--- src/rtl/jtag_tap_driver.sv ---
// Host-side JTAG master: turns reset/IR/DR/idle commands into TMS/TDI sequences on tclk,
// captures TDO, and tracks the target TAP state in a shadow copy.
module jtag_tap_driver #(
  parameter int unsigned MAX_LEN = 32,
  parameter int unsigned LEN_W   = $clog2(MAX_LEN + 1)
) (
  input  logic               tclk,
  input  logic               trst_n,
  input  logic               cmd_valid,
  output logic               cmd_ready,
  input  logic [1:0]         cmd_op,
  input  logic [LEN_W-1:0]   cmd_len,
  input  logic [MAX_LEN-1:0] cmd_data,
  output logic               tms,
  output logic               tdi,
  input  logic               tdo,
  output logic               rsp_valid,
  output logic [MAX_LEN-1:0] rsp_data,
  output logic [3:0]         shadow_state
);

  localparam int unsigned CntW = (LEN_W > 3) ? LEN_W : 3;
  localparam logic [CntW-1:0]  CntOne   = CntW'(1);
  localparam logic [LEN_W-1:0] MaxLenL  = LEN_W'(MAX_LEN);
  localparam logic [CntW-1:0]  MaxLenM1 = CntW'(MAX_LEN - 1);

  localparam logic [1:0] OpReset = 2'b00;
  localparam logic [1:0] OpIr    = 2'b01;
  localparam logic [1:0] OpDr    = 2'b10;
  localparam logic [1:0] OpRun   = 2'b11;

  localparam logic [3:0] TapTlr = 4'd0;
  localparam logic [3:0] TapRti = 4'd1;

  typedef enum logic [2:0] {StIdle, StLead, StNav, StShift, StExit, StRun} state_e;

  function automatic logic [3:0] tap_next(input logic [3:0] s, input logic m);
    case (s)
      4'd0:    tap_next = m ? 4'd0  : 4'd1;
      4'd1:    tap_next = m ? 4'd2  : 4'd1;
      4'd2:    tap_next = m ? 4'd9  : 4'd3;
      4'd3:    tap_next = m ? 4'd5  : 4'd4;
      4'd4:    tap_next = m ? 4'd5  : 4'd4;
      4'd5:    tap_next = m ? 4'd8  : 4'd6;
      4'd6:    tap_next = m ? 4'd7  : 4'd6;
      4'd7:    tap_next = m ? 4'd8  : 4'd4;
      4'd8:    tap_next = m ? 4'd2  : 4'd1;
      4'd9:    tap_next = m ? 4'd0  : 4'd10;
      4'd10:   tap_next = m ? 4'd12 : 4'd11;
      4'd11:   tap_next = m ? 4'd12 : 4'd11;
      4'd12:   tap_next = m ? 4'd15 : 4'd13;
      4'd13:   tap_next = m ? 4'd14 : 4'd13;
      4'd14:   tap_next = m ? 4'd15 : 4'd11;
      default: tap_next = m ? 4'd2  : 4'd1;
    endcase
  endfunction

  state_e             state_q, state_d;
  logic               tms_q, tms_d, tdi_q, tdi_d;
  logic [3:0]         shadow_q;
  logic [CntW-1:0]    cnt_q, cnt_d, len_q, len_d;
  logic [3:0]         pat_q, pat_d;
  logic [1:0]         op_q, op_d;
  logic [MAX_LEN-1:0] data_q, data_d, mask_q, mask_d, rsp_data_q, rsp_data_d;
  logic               rsp_valid_q, rsp_valid_d, ready_q;

  // Values decoded from the command on the accept edge.
  logic [1:0]      acc_op;
  logic [3:0]      acc_pat;
  logic [CntW-1:0] acc_nav, acc_len_m1, acc_run_m1;

  always_comb begin
    // A shadow outside RTI/TLR while idle means we lost track: recover with a TAP reset.
    acc_op = ((shadow_q != TapRti) && (shadow_q != TapTlr)) ? OpReset : cmd_op;
    if (cmd_len == '0)          acc_len_m1 = '0;
    else if (cmd_len > MaxLenL) acc_len_m1 = MaxLenM1;
    else                        acc_len_m1 = CntW'(cmd_len) - CntOne;
    acc_run_m1 = (cmd_len == '0) ? '0 : CntW'(cmd_len) - CntOne;
    case (acc_op)
      OpIr:    begin acc_pat = 4'b0011; acc_nav = CntW'(4); end
      OpDr:    begin acc_pat = 4'b0001; acc_nav = CntW'(3); end
      default: begin acc_pat = 4'b1111; acc_nav = CntW'(4); end
    endcase
  end

  // state_q names the phase of the bit currently on TMS; each edge picks the next bit.
  always_comb begin
    state_d     = state_q;
    tms_d       = tms_q;
    tdi_d       = 1'b0;
    cnt_d       = cnt_q;
    len_d       = len_q;
    pat_d       = pat_q;
    op_d        = op_q;
    data_d      = data_q;
    mask_d      = mask_q;
    rsp_data_d  = rsp_data_q;
    rsp_valid_d = 1'b0;

    if (state_q == StShift) begin
      if (tdo) rsp_data_d = rsp_data_q | mask_q;
      mask_d = mask_q << 1;
    end

    unique case (state_q)
      StIdle: begin
        tms_d = 1'b0;
        if (cmd_valid && ready_q) begin
          op_d       = acc_op;
          pat_d      = acc_pat;
          len_d      = acc_len_m1;
          data_d     = cmd_data;
          mask_d     = MAX_LEN'(1);
          rsp_data_d = '0;
          cnt_d      = (acc_op == OpRun) ? acc_run_m1 : acc_nav;
          if (shadow_q == TapTlr) begin
            state_d = StLead;
          end else if (acc_op == OpRun) begin
            state_d = StRun;
          end else begin
            state_d = StNav;
            tms_d   = acc_pat[0];
            pat_d   = acc_pat >> 1;
            cnt_d   = acc_nav - CntOne;
          end
        end
      end
      StLead: begin
        tms_d = 1'b0;
        if (op_q == OpRun) begin
          state_d = StRun;
        end else begin
          state_d = StNav;
          tms_d   = pat_q[0];
          pat_d   = pat_q >> 1;
          cnt_d   = cnt_q - CntOne;
        end
      end
      StNav: begin
        if (cnt_q != '0) begin
          tms_d = pat_q[0];
          pat_d = pat_q >> 1;
          cnt_d = cnt_q - CntOne;
        end else if (op_q == OpReset) begin
          state_d = StExit;
          tms_d   = 1'b1;
          cnt_d   = CntOne;
        end else begin
          state_d = StShift;
          tms_d   = (len_q == '0);
          tdi_d   = data_q[0];
          data_d  = data_q >> 1;
          cnt_d   = len_q;
        end
      end
      StShift: begin
        if (cnt_q == '0) begin
          state_d = StExit;
          tms_d   = 1'b1;
          cnt_d   = CntOne;
        end else begin
          tms_d  = (cnt_q == CntOne);
          tdi_d  = data_q[0];
          data_d = data_q >> 1;
          cnt_d  = cnt_q - CntOne;
        end
      end
      StExit: begin
        tms_d = 1'b0;
        if (cnt_q != '0) begin
          cnt_d = cnt_q - CntOne;
        end else begin
          state_d     = StIdle;
          rsp_valid_d = 1'b1;
        end
      end
      StRun: begin
        tms_d = 1'b0;
        if (cnt_q != '0) begin
          cnt_d = cnt_q - CntOne;
        end else begin
          state_d     = StIdle;
          rsp_valid_d = 1'b1;
        end
      end
      default: begin
        state_d = StIdle;
        tms_d   = 1'b0;
      end
    endcase
  end

  always_ff @(posedge tclk or negedge trst_n) begin
    if (!trst_n) begin
      state_q     <= StIdle;
      tms_q       <= 1'b1;
      tdi_q       <= 1'b0;
      shadow_q    <= TapTlr;
      cnt_q       <= '0;
      len_q       <= '0;
      pat_q       <= '0;
      op_q        <= OpReset;
      data_q      <= '0;
      mask_q      <= '0;
      rsp_data_q  <= '0;
      rsp_valid_q <= 1'b0;
      ready_q     <= 1'b0;
    end else begin
      state_q     <= state_d;
      tms_q       <= tms_d;
      tdi_q       <= tdi_d;
      shadow_q    <= tap_next(shadow_q, tms_q);
      cnt_q       <= cnt_d;
      len_q       <= len_d;
      pat_q       <= pat_d;
      op_q        <= op_d;
      data_q      <= data_d;
      mask_q      <= mask_d;
      rsp_data_q  <= rsp_data_d;
      rsp_valid_q <= rsp_valid_d;
      ready_q     <= (state_d == StIdle);
    end
  end

  assign cmd_ready    = ready_q;
  assign tms          = tms_q;
  assign tdi          = tdi_q;
  assign rsp_valid    = rsp_valid_q;
  assign rsp_data     = rsp_data_q;
  assign shadow_state = shadow_q;

endmodule

--- config.mk ---
export PLATFORM = sky130hd
export DESIGN_NAME = jtag_tap_driver
export DESIGN_NICKNAME = d
export VERILOG_FILES = /design/src/rtl/jtag_tap_driver.sv
export SDC_FILE = /design/constraint.sdc
export NUM_CORES = 1
export LEC_CHECK = 0
export CORE_MARGIN = 3
export CORE_UTILIZATION = 50
export CTS_CLUSTER_DIAMETER = 200
export CTS_CLUSTER_SIZE = 12
export DETAILED_ROUTE_END_ITERATION = 16
export PLACE_DENSITY = 0.74
export SYNTH_ARGS = -nofsm -noshare
export SYNTH_HDL_FRONTEND = slang
export SYNTH_SLANG_ARGS = --single-unit
--- constraint.sdc ---
create_clock -name tclk -period 2.56 [get_ports tclk]
set_input_delay 0.256 -clock tclk [delete_from_list [all_inputs] [get_ports tclk]]
set_output_delay 0.256 -clock tclk [all_outputs]
set_load 0.05 [all_outputs]
# Yosys cells after proc, flatten, opt, wreduce, memory -nomap -nowiden
# Index checks and enable logic that the tools add are counted.
# word_totals
rom_bits	0
mem_count	0
output_inout_bits	40
ram_bits	0
in_bits	44
elab_cells	139
latch_bits	0
regBits	125
# classes
order_cmp	1
add_sub_neg	3
bitwise	1
n_eq_ne	30
n_mul	0
n_reduce_logical	21
shift	0
div_mod_pow	0
mux	70
# ops
op	count
two-way mux 32 bit	11
one-hot mux 32 bit (3 select lines)	1
two-way mux 6 bit	12
one-hot mux 4 bit (11 select lines)	1
two-way mux 4 bit	9
two-way mux 3 bit	11
OR 32 bit	1
one-hot mux 6 bit (5 select lines)	1
equality test 4 bit (second input constant)	6
zero test 6 bit	3
subtractor 6 x 1 -> 6 bit (second input constant)	3
equality test 4 x 3 -> 1 bit (second input constant)	4
two-way mux 1 bit	15
one-hot mux 3 bit (5 select lines)	1
!= test 2 bit (second input constant)	6
one-hot mux 4 bit (3 select lines)	1
equality test 4 x 2 -> 1 bit (second input constant)	2
two-way mux 2 bit	4
one-hot mux 4 bit (2 select lines)	1
AND reduction 4 bit	2
equality test 2 bit (second input constant)	3
equality test 3 x 2 -> 1 bit (second input constant)	2
equality test 3 bit (second input constant)	2
equality test 6 x 1 -> 1 bit (second input constant)	1
other kinds (18)	23

# Logic depth before layout (Yosys ltp)
# Gate-level depths: netlist (run 1).
# depth
ltp_word	10
mapped_depth	10
ltp_nobuf	9

# Worst setup path after synthesis (run 1)
# No wires, ideal clock.
# synth_path
path_type	reg-to-reg
startpoint	reg shadow_q[3] (netlist: shadow_state[3])
endpoint	reg cnt_q[4]
t_required_ps	2495
path_buffers	1
arrival_time_ps	2153
setup_ps	65
synth_period_minus_slack_ps	2218
stages_incl_launch_ff	9
setup_slack_ps	342
cell_sequence	dfrtp_1 > nor3_1 > and2_1 > ha_1 > clkbuf_2 > mux2i_1 > or4_1 > o211ai_1 > mux2_2
# synth_between
elab_chain_len	10
word_cells_on_any_way	14
cone_classes	1 x add/sub; 3 x eq/ne; 7 x mux; 3 x reduce/logical
# synth_lines
item	line_no	rtl
start: declaration	60	logic [3:0] shadow_q;
start signal: assignment	198	shadow_q <= TapTlr;
start signal: assignment	212	shadow_q <= tap_next(shadow_q, tms_q);
!= test 4 x 1 -> 1 bit / nonzero test 4 bit (equally long branches)	74	acc_op = ((shadow_q != TapRti) && (shadow_q != TapTlr)) ? OpReset : cmd_op;
logical AND 1 bit *	74	
two-way mux 2 bit *	74	
via acc_op[1]	68	logic [1:0] acc_op;
equality test 2 bit	79	case (acc_op)
two-way mux 3 bit	79	
subtractor 6 x 1 -> 6 bit	124	cnt_d = acc_nav - CntOne;
two-way mux 6 bit	118	end else if (acc_op == OpRun) begin
two-way mux 6 bit *	116	if (shadow_q == TapTlr) begin
two-way mux 6 bit *	108	if (cmd_valid && ready_q) begin
one-hot mux 6 bit (5 select lines) *	105	unique case (state_q)
end signal: assignment	213	cnt_q <= cnt_d;
end: declaration	61	logic [CntW-1:0] cnt_q, cnt_d, len_q, len_d;
# Mark *: on every way through the listed nets, which the timed path passes. The rest lies on a longest branch. The select of a mux whose other input is x is not followed.
# A chain may end at the register's enable or synchronous reset.

# Final worst setup path (run 1)
# layout_path
startpoint	reg shadow_q[1] (netlist: shadow_state[1])
endpoint	reg cnt_q[4]
# The elaborated chain is that of the path after synthesis.

==> results of run 1 <==
## sequential cells by signal, summed over array words and instances (netlist names)
register and count:
cmd_ready 1, cnt_q 6, data_q 32, len_q 6, mask_q 32, op_q 2
pat_q 4, rsp_data 32, rsp_valid 1, shadow_state 4, state_q 3, tdi 1
tms 1
## power groups by stage
stage / clock [mW] / sequential, mW / combinational, mW
4_1_cts: 2.48 / 3.44 / 5.06
6_report: 2.43 / 3.45 / 5.04
3_3_place_gp: 0 / 3.42 / 4.89
5_1_grt: 2.57 / 3.56 / 5.56
3_5_place_dp: 0 / 3.46 / 5.01
2_1_floorplan: 0 / 4.14 / 2.92
## through the flow
stage | setup slack [ns] | hold slack [ns] | cells | utilization
6_report | 0.2819 | 0.3589 | 909 | 0.6538
5_1_grt | 0.1449 | 0.3841 | 909 | 0.6538
4_1_cts | 0.2948 | 0.3640 | 909 | 0.6538
3_5_place_dp | 0.1259 | 0.2599 | 876 | 0.6009
3_3_place_gp | 0.2237 | 0.2492 | 876 | 0.6009
2_1_floorplan | 0.3420 | -0.03959 | 673 | -
## routing by layer
metal	GRT usage	vias to the layer above	routed length, um
met5	0	-	0
met2	0.3499	144	6760
li1	-	2476	-
met1	0.2949	2486	6433
met3	0.06053	22	650
met4	0.07668	0	225
## cell usage after synthesis, drive strengths merged, types with 5 or more instances
master | n | area share
nand2 | 156 | 0.098
dfrtp | 124 | 0.52
nor2 | 86 | 0.056
a21oi | 80 | 0.067
a31oi | 36 | 0.038
buf | 24 | 0.024
clkbuf | 20 | 0.013
o21ai | 18 | 0.015
inv | 16 | 0.010
nor3 | 13 | 0.013
ha | 8 | 0.017
nand3 | 7 | 0.0059
a21o | 5 | 0.0063
xnor2 | 5 | 0.0073
## timing repair
item,CTS,global route
setup endpoints to repair,0,0
hold endpoints to repair,35,0
hold buffers,1,0
## critical path: stages, from the launching register on
cell	delay, ns
dfrtp_1	0.52
nor3_1	0.34
nand2_1	0.17
inv_1	0.12
ha_1	0.26
mux2i_1	0.13
or4_1	0.41
o211ai_1	0.09
mux2_2	0.17
## final cells by class
type                            instances  area [um^2]  share of cell area
Sequential cell                       125         3129              0.4139
Multi-Input combinational cell        488         2570              0.3399
Timing Repair Buffer                  105         1021              0.1350
Clock buffer                           22        464.2             0.06139
Tap cell                              143        178.9             0.02366
Clock inverter                         10        137.6             0.01820
Inverter                               16        60.06            0.007943
## path summary, 6_finish.rpt
path,from,end,slack [ns],cells after the start
min in group tclk,cmd_data[22],data_q[22]$_DFFE_PN0P_,0.40,3
hold / removal,trst_n,data_q[18]$_DFFE_PN0P_,0.36,2
hold reg to reg,pat_q[3]$_DFFE_PN0P_,pat_q[3]$_DFFE_PN0P_,0.49,1
setup / recovery,shadow_state[1]$_DFF_PN0_,cnt_q[4]$_DFFE_PN0P_,0.28,8
setup reg to reg,shadow_state[1]$_DFF_PN0_,cnt_q[4]$_DFFE_PN0P_,0.28,8
max in group asynchronous,trst_n,tms$_DFF_PN1_,1.44,3
## cells by family (layout without fill, tap and decap cells)
logic type	count (synthesis)	after routing
adder cells (fa/ha/maj)	9	9
AO/OA/AOI/OAI	174	174
AND/OR/NAND/NOR	290	290
XOR/XNOR	7	7
flip-flops	125	125
buffers and inverters	60	153
multiplexers	8	8
==> summary.md, run 1 <==
| Metric | Value |
|---|---|
| Syn Inst Count | `673` |
| DP HPWL | `9342 um` |
| Worst setup EP type | `flip-flop` |
| Status | `completed` |
| Setup Fix Bufs, Post-CTS | `0` |
| Synthesized cell area | `between 0.005 and 0.006 mm^2` |
| Comb power frac | `0.462` |
| Period utilization | `0.8899` |
| CTS resizes | `0` |
| Crit start category | `flip-flop` |
| # IOs | `84` |
| Drt initial violations | `521` |
| Area growth syn-to-layout | `26.53%` |
| Static Leak | `about 3.4 nW` |
| CTS HTree Levels | `4` |
| Switching Share | `0.4293` |
| PwrDens | `between 1000 and 1500 mW/mm^2` |
| Clock Latency Late Sink | `0.41 ns` |
| Antenna cell count | `0` |
| DIE WIDTH | `roughly 120 um` |
| Synth Flop Type | `dfrtp_1` |
| Most frequent cells in the layout | `nand2_1 (156), dfrtp_1 (124), nor2_1 (82), clkdlybuf4s50_1 (82), a21oi_1 (80)` |
| Synth Area in Adders | `0.01843` |
| Slew @ Worst Pin | `0.5471 ns` |
| Row Count | `39` |
| Seq cells post-synth | `125` |
| Largest net degree at the start of global routing | `65` |
| Layout cells sized above 1 | `0.08747` |
| EDFF count, synth | `0` |
| Largest family of logic cells by synthesized area | `simple AND/OR/NAND/NOR gates` |
| Cell-internal power | `6.232 mW` |
| Die ar. | `roughly 0.013 mm^2` |
| Starting Density | `0.5167` |
| Synth Area in Simple Gates | `0.2048` |
| Hold Crit Class | `primary input to async pin` |
| Clock power share | `0.223` |
| F_max | `0.4390 GHz` |
| Vias per cell | `5.641` |
| Setup Crit Path Kind | `flip-flop to flip-flop` |
| Sequential element share of the synthesized area | `0.5237` |
| Worst vdd ir | `884.7 uV` |
| Register clock-pin slew on the reported worst setup and hold paths | `0.05 ns` |
| CTS root buf | `clkbuf_16` |
| Switching power | `about 4.7 mW` |
| Vias | `5,128` |
| # DRC | `0` |
| XOR/XNOR share of the synthesized area | `0.01026` |
| Pwr Total | `10.92 mW` |
| Die H | `around 120 um` |
| Endpoints failing hold | `0` |
| Final nets | `805` |
| Clk sinks | `approximately 130` |
| Post-Route Skew | `0.008142 ns` |
| Fillers | `935` |
| Mux cell area share after synthesis | `0.01424` |
| Post-synth ARST share | `1.000` |
| Max cap viols | `0` |
| Final setup vio count | `0` |
| Post-DP Area | `0.006949 mm^2` |
| Global-route wire length before repair | `between 20,000 and 25,000 um` |
| Final Slew Violations | `0` |
| CP arrival | `2.63 ns` |
| Min Tclk post-route | `2.278 ns` |
| Fin area | `roughly 0.0076 mm^2` |
| Drt first pass iters | `5` |
| Setup TNS | `0 ns` |
| Worst-case clock buffer depth | `2` |
| Port Buffers | `83` |
| Yosys cell types | `around 60` |
| Num CTS Buffers | `17` |
| Total wire length | `around 14,000 um` |
| Final ANT Viol Nets | `0` |
| Syn nets | `725` |
| CTS tree | `built` |
| Commonest non-fill, non-tap cell in the layout | `nand2_1` |
| Number of global-route vias before repair | `a little under 5,000` |
| Initial antenna violation count | `0` |
| Routed WL per cell | `15.48 um` |
| Routability cong. | `about 0.89` |
| Reg power frac | `0.316` |
| Avg Cell Area, Syn | `8.879 um^2` |
| Remaining global-route overflow | `0` |
| RSZ-0062 raised after global routing | `no` |
| Synth Area in Compound Gates | `0.1813` |
| Worst-path fanout max | `14` |
| Slew Limit Headroom | `0.6341` |
| GRT Total Usage | `0.2211` |
| Core ar. | `0.01156 mm^2` |
| Req. time, crit path | `2.91 ns` |
| Yosys warns | `0` |
(Power assumes the default switching activity.)
==> run 2: changes to the inputs <==
--- a/config.mk
+++ b/config.mk
@@ -5,12 +5,14 @@
 export SDC_FILE = /design/constraint.sdc
 export NUM_CORES = 1
 export LEC_CHECK = 0
+export CELL_PAD_IN_SITES_DETAIL_PLACEMENT = 0
+export CELL_PAD_IN_SITES_GLOBAL_PLACEMENT = 2
 export CORE_MARGIN = 3
-export CORE_UTILIZATION = 50
+export CORE_UTILIZATION = 33
 export CTS_CLUSTER_DIAMETER = 200
 export CTS_CLUSTER_SIZE = 12
 export DETAILED_ROUTE_END_ITERATION = 16
-export PLACE_DENSITY = 0.74
+export PLACE_DENSITY_LB_ADDON = 0.1
 export SYNTH_ARGS = -nofsm -noshare
 export SYNTH_HDL_FRONTEND = slang
 export SYNTH_SLANG_ARGS = --single-unit
==> constraint.sdc (replaced) <==
create_clock -name tclk -period 2.42 [get_ports tclk]
set_input_delay 0.242 -clock tclk [delete_from_list [all_inputs] [get_ports tclk]]
set_output_delay 0.242 -clock tclk [all_outputs]
set_load 0.05 [all_outputs]
==> summary.md, run 2 (synthesis gave the netlist of run 1 again) <==
| Metric | Value |
|---|---|
| Status | `completed (unchanged)` |
| Fillers | `1,729 (was 935)` |
| Most frequent cells in the layout | `nand2_1 (156), dfrtp_1 (124), nor2_1 (82), clkdlybuf4s50_1 (82), a21oi_1 (80) (unchanged)` |
| Core ar. | `0.01754 mm^2 (was 0.01156 mm^2)` |
| DIE WIDTH | `140.6 um (was 115.3 um)` |
| Row Count | `48 (was 39)` |
| Drt first pass iters | `7 (was 5)` |
| Port Buffers | `83 (unchanged)` |
| Area growth syn-to-layout | `29.02% (was 26.53%)` |
| Remaining global-route overflow | `0 (unchanged)` |
| Final Slew Violations | `0 (unchanged)` |
| Routability cong. | `0.8197 (was 0.8853)` |
| Clk sinks | `125 (unchanged)` |
| Reg2reg start | `shadow_state[1]$_DFF_PN0_ (unchanged)` |
| Register clock-pin slew on the reported worst setup and hold paths | `0.06 ns (was 0.05 ns)` |
| Worst setup EP type | `flip-flop (unchanged)` |
| Commonest non-fill, non-tap cell in the layout | `nand2_1 (unchanged)` |
| # IOs | `84 (unchanged)` |
| Num CTS Buffers | `17 (unchanged)` |
| Final nets | `812 (was 805)` |
| Largest net degree at the start of global routing | `66 (was 65)` |
| Reg-to-Reg End | `cnt_q[4]$_DFFE_PN0P_ (unchanged)` |
| Routed WL per cell | `15.04 um (was 15.48 um)` |
| Total wire length | `15,010 um (was 14,070 um)` |
| CP arrival | `2.50 ns (was 2.63 ns)` |
| FF-to-FF setup slack | `0.26 ns (was 0.28 ns)` |
| Vias per cell | `5.045 (was 5.641)` |
| Max cap viols | `0 (unchanged)` |
| Die ar. | `0.01976 mm^2 (was 0.01330 mm^2)` |
| Initial antenna violation count | `0 (unchanged)` |
| Reg2reg path depth | `7 (was 8)` |
| Period utilization | `0.8908 (was 0.8899)` |
| Worst-case clock buffer depth | `2 (unchanged)` |
| Setup Crit Path Kind | `flip-flop to flip-flop (unchanged)` |
| Min Tclk post-route | `2.156 ns (was 2.278 ns)` |
| Hold_ws | `0.3721 ns (was 0.3589 ns)` |
| Layout cells sized above 1 | `0.09961 (was 0.08747)` |
| CTS resizes | `0 (unchanged)` |
| Vias | `5,035 (was 5,128)` |
| Worst-path fanout max | `6 (was 14)` |
| Crit start category | `flip-flop (unchanged)` |
| CTS tree | `built (unchanged)` |
| Post-Route Skew | `0.006610 ns (was 0.008142 ns)` |
| Worst vdd ir | `743.8 uV (was 884.7 uV)` |
| PwrDens | `1490 mW/mm^2 (was 1444 mW/mm^2)` |
| Antenna cell count | `0 (unchanged)` |
| CTS HTree Levels | `4 (unchanged)` |
| Die H | `140.6 um (was 115.3 um)` |
| GRT Total Usage | `0.1602 (was 0.2211)` |
| RSZ-0062 raised after global routing | `no (unchanged)` |
| Number of global-route vias before repair | `4,948 (was 4,940)` |
| F_max | `0.4639 GHz (was 0.4390 GHz)` |
| Endpoints failing hold | `0 (unchanged)` |
| Global-route wire length before repair | `25,820 um (was 23,500 um)` |
| Slew Limit Headroom | `0.5924 (was 0.6341)` |
| Clock Latency Late Sink | `0.41 ns (about the same)` |
| # hold bufs at CTS | `1 (unchanged)` |
| DP HPWL | `9967 um (was 9342 um)` |
| Starting Density | `0.3408 (was 0.5167)` |
| Slew @ Worst Pin | `0.6114 ns (was 0.5471 ns)` |
| # DRC | `0 (unchanged)` |
| Final setup vio count | `0 (unchanged)` |
| Hold Crit Class | `primary input to async pin (unchanged)` |
| Drt initial violations | `257 (was 521)` |
| Final ANT Viol Nets | `0 (unchanged)` |
| Static Leak | `3.412 nW (was 3.393 nW)` |
| CTS root buf | `clkbuf_16 (unchanged)` |
| Setup TNS | `0 ns (unchanged)` |
| Setup Fix Bufs, Post-CTS | `0 (unchanged)` |
| Req. time, crit path | `2.77 ns (was 2.91 ns)` |
==> run 2: cell type report <==
| class | instances | area [um^2] | share of cell area |
|---|---|---|---|
| well taps | 225 | 281.5 | 0.03651 |
| repair buffers | 112 | 1099 | 0.1425 |
| clock buffers | 19 | 452.9 | 0.05875 |
| multi-input cells | 488 | 2570 | 0.3333 |
| clock inverters | 13 | 117.6 | 0.01525 |
| inverters | 16 | 60.06 | 0.007790 |
| flip-flops and latches | 125 | 3129 | 0.4059 |
==> run 2: per-stage QoR <==
stage	cell area, um^2	instances	power [mW]	utilization	setup slack [ns]
global placement	7129	965	9.047	0.4065	0.1182
floorplan	5976	673	7.469	-	0.2020
detailed placement	7129	965	9.109	0.4065	0.03853
global route	7710	998	12.40	0.4396	0.09686
CTS	7710	998	11.63	0.4396	0.2385
finish	7710	998	11.49	0.4396	0.2643
==> run 2: worst max-delay path by stage <==
stage,to,start
after floorplan,cnt_q[4]$_DFFE_PN0P_,shadow_state[3]$_DFF_PN0_
after global placement,cnt_q[0]$_DFFE_PN0P_,cmd_len[0]
after detailed placement,cnt_q[0]$_DFFE_PN0P_,cmd_len[0]
after CTS,cnt_q[4]$_DFFE_PN0P_,shadow_state[1]$_DFF_PN0_
after global routing,cnt_q[4]$_DFFE_PN0P_,shadow_state[1]$_DFF_PN0_
final,cnt_q[4]$_DFFE_PN0P_,shadow_state[1]$_DFF_PN0_
==> run 2: report_power, final <==
part	total [mW]	internal [mW]	switching [mW]
Sequential	3.56	2.95	0.607
Combinational	5.49	2.03	3.46
Clock	2.44	1.47	0.976
==> run 2: critical path: stages (launching register included) <==
cell and delay (ns):
dfrtp_1 0.41, nor3_1 0.30, and2_1 0.29, ha_1 0.29, mux2i_1 0.14, or4_1 0.42, o211ai_1 0.09, mux2_2 0.16
==> run 2: metal layers <==
metal | track usage | routed length [um] | vias up | share of wire
met5 | 0 | 0 | - | 0
met4 | 0.04437 | 134 | 0 | 0.0089
met3 | 0.03926 | 589 | 12 | 0.039
met2 | 0.2440 | 6974 | 101 | 0.46
met1 | 0.2283 | 7310 | 2425 | 0.49
li1 | - | - | 2497 | -
==> run 3: changes to the inputs <==
--- a/config.mk
+++ b/config.mk
@@ -13,6 +13,8 @@
 export CTS_CLUSTER_SIZE = 12
 export DETAILED_ROUTE_END_ITERATION = 16
 export PLACE_DENSITY_LB_ADDON = 0.1
+export SETUP_SLACK_MARGIN = 0.15
 export SYNTH_ARGS = -nofsm -noshare
 export SYNTH_HDL_FRONTEND = slang
 export SYNTH_SLANG_ARGS = --single-unit
+export TNS_END_PERCENT = 50
==> summary.md, run 3 (synthesis gave the netlist of run 1 again) <==
| Metric | Value |
|---|---|
| Max cap viols | `0 (unchanged)` |
| Highest metal used | `met4 (unchanged)` |
| Routed met3 length | `551 um (was 589 um)` |
| Worst setup EP type | `flip-flop (unchanged)` |
| Slowest cell on the critical path | `or4_1 (unchanged)` |
| # DRC | `0 (unchanged)` |
| Commonest non-fill, non-tap cell in the layout | `nand2_1 (unchanged)` |
| Area growth syn-to-layout | `29.04% (was 29.02%)` |
| Initial antenna violation count | `0 (unchanged)` |
| CP arrival | `2.49 ns (was 2.50 ns)` |
| Routed length on met1 | `7350 um (was 7310 um)` |
| Largest net degree at the start of global routing | `66 (unchanged)` |
| Vias | `5,029 (was 5,035)` |
| Final nets | `812 (unchanged)` |
| Routability cong. | `0.8197 (unchanged)` |
| Met2 wire len | `6934 um (was 6974 um)` |
| Crit start category | `flip-flop (unchanged)` |
| Remaining global-route overflow | `0 (unchanged)` |
| Port Buffers | `83 (unchanged)` |
| Hold Crit Class | `primary input to async pin (unchanged)` |
| Slew Limit Headroom | `0.5912 (was 0.5924)` |
| Antenna cell count | `0 (unchanged)` |
| Status | `completed (unchanged)` |
| Max incr delay on CP | `0.42 ns (about the same)` |
| Starting Density | `0.3408 (unchanged)` |
| Register clock-pin slew on the reported worst setup and hold paths | `0.06 ns (about the same)` |
| CTS root buf | `clkbuf_16 (unchanged)` |
| Final Slew Violations | `0 (unchanged)` |
| CTS tree | `built (unchanged)` |
| Drt initial violations | `254 (was 257)` |
| Period utilization | `0.8832 (was 0.8908)` |
| Number of global-route vias before repair | `4,948 (unchanged)` |
| DIE WIDTH | `140.6 um (unchanged)` |
| Req. time, crit path | `2.77 ns (about the same)` |
| Pwr Total | `11.48 mW (was 11.49 mW)` |
| Most frequent cells in the layout | `nand2_1 (156), dfrtp_1 (124), nor2_1 (82), clkdlybuf4s50_1 (82), a21oi_1 (80) (unchanged)` |
| # IOs | `84 (unchanged)` |
| Drt first pass iters | `5 (was 7)` |
| Die ar. | `0.01976 mm^2 (unchanged)` |
| Endpoints failing hold | `0 (unchanged)` |
| Static Leak | `3.413 nW (was 3.412 nW)` |
| Global-route wire length before repair | `25,820 um (unchanged)` |
| Layout cells sized above 1 | `0.1009 (was 0.09961)` |
| Core ar. | `0.01754 mm^2 (unchanged)` |
| Worst-path fanout max | `6 (unchanged)` |
| Min Tclk post-route | `2.137 ns (was 2.156 ns)` |
| Post-Route Skew | `0.006223 ns (was 0.006610 ns)` |
| Setup Crit Path Kind | `flip-flop to flip-flop (unchanged)` |
| Die H | `140.6 um (unchanged)` |
| Clock Latency Late Sink | `0.41 ns (about the same)` |
| RSZ-0062 raised after global routing | `yes (was no)` |
| Row Count | `48 (unchanged)` |
| CTS HTree Levels | `4 (unchanged)` |
| PwrDens | `1489 mW/mm^2 (was 1490 mW/mm^2)` |
| Final setup vio count | `0 (unchanged)` |
| Slew @ Worst Pin | `0.6132 ns (was 0.6114 ns)` |
| Worst-case clock buffer depth | `2 (unchanged)` |
| GRT Total Usage | `0.1602 (unchanged)` |
| Clk sinks | `125 (unchanged)` |
| Vias per cell | `5.039 (was 5.045)` |
| Worst vdd ir | `743.6 uV (was 743.8 uV)` |
| Setup TNS | `0 ns (unchanged)` |
| Worst-path cell chain | `nor3_1, nand2_1, inv_1, ha_1, mux2i_1, or4_1, o211ai_1, mux2_2 (was nor3_1, and2_1, ha_1, mux2i_1, or4_1, o211ai_1, mux2_2)` |
| Final ANT Viol Nets | `0 (unchanged)` |
| DP HPWL | `9967 um (unchanged)` |
| Routed WL per cell | `15.00 um (was 15.04 um)` |
| Num CTS Buffers | `17 (unchanged)` |
| F_max | `0.4679 GHz (was 0.4639 GHz)` |
| Total wire length | `14,970 um (was 15,010 um)` |
run 3: cell count changes in the layout (fill, tap and decap cells not counted):
cell | before | now
and2_2 | 0 | 1
and2_1 | 2 | 1
run 3: worst paths after layout:
path	from	to	slack, ns	cells past startpoint
worst min register to register	pat_q[1]$_DFFE_PN0P_	pat_q[1]$_DFFE_PN0P_	0.48	2
worst max register to register	shadow_state[1]$_DFF_PN0_	cnt_q[4]$_DFFE_PN0P_	0.28	8
worst max-delay path	shadow_state[1]$_DFF_PN0_	cnt_q[4]$_DFFE_PN0P_	0.28	8
max in group asynchronous	trst_n	tms$_DFF_PN1_	1.33	3
min in group tclk	cmd_data[17]	data_q[17]$_DFFE_PN0P_	0.39	3
worst min-delay path	trst_n	data_q[17]$_DFFE_PN0P_	0.37	2
run 3: layer usage:
layer  GRT usage  vias up
li1            -     2498
met1      0.2283     2419
met2      0.2440      100
met3     0.03926       12
met4     0.04437        0
met5           0        -
run 3: where the power goes:
group / total (mW) / internal, mW / switching, mW
clock network: 2.44 / 1.47 / 0.975
registers: 3.56 / 2.95 / 0.608
logic: 5.49 / 2.03 / 3.46
total: 11.5 / 6.44 / 5.04
run 3: what timing repair did:
action | in CTS | in global routing
hold endpoints to repair | 42 | 0
setup endpoints to repair | 0 | 8
buffers inserted | 0 | 0
gates resized for setup | 0 | 1
hold buffers | 1 | 0
run 3: critical path, delay by kind of cell (launching register included):
kind | cells | cell delay, ns
multiplexers | 2 | 0.30
adder cells (fa/ha/maj) | 1 | 0.26
AO/OA/AOI/OAI | 1 | 0.09
AND/OR/NAND/NOR | 3 | 0.91
buffers and inverters | 1 | 0.11
flip-flops | 1 | 0.41
run 3: final cells by class:
class,instances,area [um^2]
Timing Repair Buffer,112,1099
Inverter,16,60.06
Multi-Input combinational cell,488,2571
Sequential cell,125,3129
Clock inverter,13,117.6
Fill cell,1729,9826
Clock buffer,19,452.9
Tap cell,225,281.5
run 3: through the flow:
stage	setup WS, ns	cells	util	hold WS (ns)	cell area, um^2
after floorplan	0.2020	673	-	-0.05359	5976
after global placement	0.1182	965	0.4065	0.2958	7129
after detailed placement	0.03853	965	0.4065	0.3021	7129
after CTS	0.2385	998	0.4396	0.3636	7710
after global routing	0.1119	998	0.4397	0.3815	7711
final	0.2826	998	0.4397	0.3731	7711
